===== config.mk =====
export PLATFORM = sky130hd
export DESIGN_NAME = conv_result_buffer
export DESIGN_NICKNAME = d
export VERILOG_FILES = /design/src/rtl/conv_result_buffer.sv
export SDC_FILE = /design/constraint.sdc
export NUM_CORES = 2
export LEC_CHECK = 0
export ABC_CLOCK_PERIOD_IN_PS = 7040
export CAP_MARGIN = 20
export CORE_UTILIZATION = 40
export DETAILED_ROUTE_END_ITERATION = 10
export PLACE_DENSITY = 0.6
export SYNTH_ARGS = -nofsm -noshare
export SYNTH_HDL_FRONTEND = slang
export SYNTH_SLANG_ARGS = --single-unit

===== constraint.sdc =====
create_clock -name clk_in -period 7.04 [get_ports clk_in]
set_clock_uncertainty 0.1 [all_clocks]
set_input_delay 1.408 -clock clk_in [delete_from_list [all_inputs] [get_ports clk_in]]
set_output_delay 1.408 -clock clk_in [all_outputs]
set_load 0.02 [all_outputs]

===== src/rtl/conv_result_buffer.sv =====
// Collects one result per output map into a small buffer, then drains the whole
// frame in ascending index order through a valid/accept handshake.
module conv_result_buffer #(
  parameter int NUM_OUT = 7'd120
) (
  input  logic               clk_in,
  input  logic               rst_n,
  input  logic signed [15:0] add_in,
  input  logic               in_ready,
  input  logic [6:0]         in_ind,
  input  logic               out_accept,
  output logic signed [15:0] out_data,
  output logic [6:0]         out_ind,
  output logic               out_valid,
  output logic               out_last,
  output logic               busy,
  output logic               overrun,
  output logic               bad_ind
);

  localparam logic [7:0] LP_NUM  = 8'(NUM_OUT);
  localparam logic [6:0] LP_LAST = 7'(NUM_OUT - 1);

  typedef enum logic {ST_COLLECT, ST_DRAIN} state_t;

  state_t             r_state;
  logic               r_in_ready_d;
  logic [7:0]         r_count;
  logic [127:0]       r_valid;
  logic [6:0]         r_rd_ptr;
  logic               r_draining;
  logic               r_out_last;
  logic               r_overrun;
  logic               r_bad_ind;
  logic signed [15:0] r_mem [0:127];

  logic       w_cap;
  logic       w_ind_ok;
  logic       w_new;
  logic       w_wr;
  logic [7:0] w_count_inc;
  logic [6:0] w_ptr_inc;

  assign w_cap       = in_ready & ~r_in_ready_d;
  assign w_ind_ok    = ({1'b0, in_ind} < LP_NUM);
  assign w_new       = ~r_valid[in_ind];
  assign w_wr        = (r_state == ST_COLLECT) & w_cap & w_ind_ok;
  assign w_count_inc = r_count + 8'd1;
  assign w_ptr_inc   = r_rd_ptr + 7'd1;

  // Data storage is never cleared; only the per-entry valid bits mark a frame.
  always_ff @(posedge clk_in) begin
    if (w_wr) begin
      r_mem[in_ind] <= add_in;
    end
  end

  always_ff @(posedge clk_in or negedge rst_n) begin
    if (!rst_n) begin
      r_state      <= ST_COLLECT;
      r_in_ready_d <= 1'b1;
      r_count      <= 8'd0;
      r_valid      <= '0;
      r_rd_ptr     <= 7'd0;
      r_draining   <= 1'b0;
      r_out_last   <= 1'b0;
      r_overrun    <= 1'b0;
      r_bad_ind    <= 1'b0;
    end else begin
      r_in_ready_d <= in_ready;
      case (r_state)
        ST_COLLECT: begin
          if (w_cap) begin
            if (w_ind_ok) begin
              r_valid[in_ind] <= 1'b1;
              // Duplicate indices overwrite data but do not advance the frame.
              if (w_new) begin
                r_count <= w_count_inc;
                if (w_count_inc == LP_NUM) begin
                  r_state    <= ST_DRAIN;
                  r_draining <= 1'b1;
                  r_rd_ptr   <= 7'd0;
                  r_out_last <= (LP_LAST == 7'd0);
                end
              end
            end else begin
              r_bad_ind <= 1'b1;
            end
          end
        end
        ST_DRAIN: begin
          if (w_cap) begin
            r_overrun <= 1'b1;
          end
          if (out_accept) begin
            if (r_out_last) begin
              r_state    <= ST_COLLECT;
              r_draining <= 1'b0;
              r_out_last <= 1'b0;
              r_count    <= 8'd0;
              r_valid    <= '0;
              r_rd_ptr   <= 7'd0;
            end else begin
              r_rd_ptr   <= w_ptr_inc;
              r_out_last <= (w_ptr_inc == LP_LAST);
            end
          end
        end
        default: r_state <= ST_COLLECT;
      endcase
    end
  end

  assign out_data  = r_draining ? r_mem[r_rd_ptr] : 16'sd0;
  assign out_ind   = r_rd_ptr;
  assign out_valid = r_draining;
  assign busy      = r_draining;
  assign out_last  = r_out_last;
  assign overrun   = r_overrun;
  assign bad_ind   = r_bad_ind;

endmodule

==> summary.md <==
| Metric | Value |
|---|---|
| Status | `finished, final reports clean` |
| Required @ worst endpoint | `5.53 ns` |
| Die outline height | `463 um` |
| R2R cell count | `7` |
| Distinct cells, synth | `50` |
| Slew Limit Fails | `0` |
| CTS resizes | `0` |
| Crit end category | `primary output` |
| WL final | `208 mm` |
| # DRC | `0` |
| Layout Nets | `4174` |
| Worst hold path class | `reg -> reg` |
| Slew of the pin with the lowest slew margin | `1.18 ns` |
| Max Cap Viol | `0` |
| Commonest non-fill, non-tap cell in the layout | `edfxtp_1` |
| Final min period | `6.35 ns` |
| Root Driver | `clkbuf_16` |
| Ys flop type | `edfxtp_1` |
| Total negative slack | `0 ns` |
| Initial Util | `40.4%` |
| Drt first pass iters | `5` |
| Rel. slew slack | `21.5%` |
| CTS tree | `built` |
| Crit. Startpoint | `out_ind[1]$_DFFE_PN0P_` |
| Finished Layout Cells | `7131` |
| Die Area | `214000 um2` |
| GP Congestion | `0.787` |
| RR Startpoint | `r_state$_DFF_PN0_` |
| Post-synth EDFFs | `2048` |
| Netlist Area Pre-Place | `84900 um2` |
| Largest net degree at the start of global routing | `107` |
| Post-synth ARST share | `6.78%` |
| # port buffers | `54` |
| Fill cell instance count of the final layout | `17300` |
| Setup violations, final | `0` |
| Dpl cells | `6731` |
| Final Hold Vio Count | `0` |
| Vias in the first global route | `40700` |
| Yosys warns | `0` |
| Core footprint | `210000 um2` |
| Die X | `463 um` |
| Fmax | `158 MHz` |
| Detailed Route Iter0 Violations | `4717` |
| CTS Buf Count | `212` |
| Post-synthesis sequential area ratio | `76.8%` |
| Clk_lat worst skew | `0.84 ns` |
| Sequential Area | `65200 um2` |
| Most frequent cells in the layout | `edfxtp_1, mux4_2, clkbuf_16, buf_4, nor2_1` |
| GR Overflow Total | `0` |
| Crit path max fanout | `48` |
| Synthesis-stage register bit count | `2197` |
| CP arrival | `4.84 ns` |
| Tot GR Track Use | `19.4%` |
| Syn Area/Cell | `22.7 um2` |
| DPL Wire Length | `120 mm` |
| Via count | `40300` |
| Final period utilization | `90.1%` |
| Num rows | `168` |
| Via/cell ratio | `5.66` |
| Hold depth | `2` |
| Final ANT Viol Nets | `0` |
| Cts hold-fix bufs | `0` |
| Initial antenna violation count | `10` |
| Max Root-Sink Buffers | `3` |
| Multi-input gate area | `19500 um2` |
| Synth-to-Final Area Change | `15.2%` |
| Gate Count Post-Synth | `3746` |
| RSZ-0062 raised after global routing | `no` |
| CTS H-Tree Depth | `4` |
| Crit path kind | `reg -> out` |
| Clock Sinks | `2197` |
| Total leakage power | `30.6 nW` |
| Cell Pwr Density | `269 nW/um2` |
| Setup Fix Bufs, Post-CTS | `0` |
| Min-delay src | `r_valid[72]$_DFFE_PN0P_` |
| Average wire per standard cell | `29.2 um` |
| Share of layout cells above drive strength 1 | `30.5%` |
| Clk slew on worst S/H paths | `0.06 ns` |
| Startpoint Class | `register` |
| Global-route wire length before repair | `298 mm` |
| VDD IR max | `0.263 mV` |
| Ports | `55` |
[stage by stage]
| step | utilization (%) | instance area, um2 | setup WS (ns) | power [mW] | hold slack (ns) |
|---|---|---|---|---|---|
| finish | 46.5 | 97800 | 0.695 | 26.3 | 0.394 |
| detailed placement | 43.2 | 90800 | 1.53 | 15.3 | 0.380 |
| CTS | 46.5 | 97700 | 0.604 | 26.5 | 0.396 |
| floorplan | - | 85400 | 2.55 | 15.0 | 0.357 |
| global route | 46.5 | 97800 | 0.550 | 27.1 | 0.408 |
| global placement | 43.1 | 90600 | 1.54 | 15.3 | 0.372 |
[cells in the mapped netlist, drive strengths merged, types with 2 or more instances]
cell type  count  area, um2
a211o          3       26.3
a21boi         2       15.0
a21o           3       22.5
a21oi        137        686
a22o          17        149
a22oi         26        195
a31o           2       17.5
a31oi          7       43.8
and2           6       37.5
and3           7       43.8
buf           87        433
clkbuf       122        458
dfrtp        148       3700
edfxtp      2048      61500
ha             3       37.5
inv            5       18.8
mux2i         54        541
mux4         680      15300
nand2         42        158
nand2b         7       43.8
nand3         11       55.1
nor2         268       1010
nor2b         15       93.8
nor3           9       45.0
nor4           5       31.3
o211ai         2       15.0
o21ai          8       40.0
o31ai          2       15.0
or2            3       18.8
[power breakdown]
part / total, mW / internal, mW / switching, mW
clock network: 11.3 / 6.44 / 4.85
logic: 0.553 / 0.145 / 0.408
registers: 14.5 / 14.4 / 0.0654
total: 26.3 / 21.0 / 5.33
[logic make-up (layout without fill, tap and decap cells)]
kind of cell,after synthesis,count (layout),synth area share [%]
AOI/OAI and AO/OA,218,218,1.54
xor gates and xnor gates,1,1,0.0103
adders and majority gates,3,3,0.0442
buffers and inverters,214,664,1.07
DFF,2197,2197,76.8
muxes,735,735,18.7
other,1,131,0.00442
and+or+nand+nor,377,377,1.84
[sequential cells by signal, summed over array words and instances, names as in the netlist]
name / count
bad_ind: 1
busy: 1
out_ind: 7
out_last: 1
overrun: 1
r_count: 8
r_in_ready_d: 1
r_mem: 2048
r_state: 1
r_valid: 128
[area by class of cell]
cell class | count | area share (%)
Sequential cell | 2197 | 66.7
Multi-Input combinational cell | 1462 | 20.0
Inverter | 5 | 0.0192
Timing Repair Buffer | 266 | 2.63
Antenna cell | 3 | 0.00768
Clock buffer | 272 | 5.89
Clock inverter | 121 | 1.19
Tap cell | 2805 | 3.59
[layer usage]
| layer | vias to the layer above | share of wire, % | GRT usage (%) |
|---|---|---|---|
| li1 | 16500 | - | - |
| met1 | 22100 | 43 | 28.2 |
| met2 | 1516 | 48 | 30.6 |
| met3 | 238 | 7.0 | 3.33 |
| met4 | 0 | 2.1 | 4.57 |
| met5 | - | 0 | 0 |
[path summary, 6_finish.rpt]
kind / end / slack (ns)
max: out_data[15] / 0.69
min: r_valid[72]$_DFFE_PN0P_ / 0.39
max reg2reg: r_mem[23][10]$_DFFE_PP_ / 3.25
min reg2reg: r_valid[72]$_DFFE_PN0P_ / 0.39
max in group asynchronous: r_valid[71]$_DFFE_PN0P_ / 5.32
min in group asynchronous: r_valid[19]$_DFFE_PN0P_ / 0.46
[critical path, cell delays in order (launching register included)]
cell and delay, ns:
dfrtp_4 0.74, buf_12 0.39, buf_4 0.48, mux4_2 0.39, mux4_2 0.52, mux4_2 0.51, a22o_1 0.30, clkdlybuf4s50_1 0.56
Note: power is estimated with default switching activity, not from simulation.
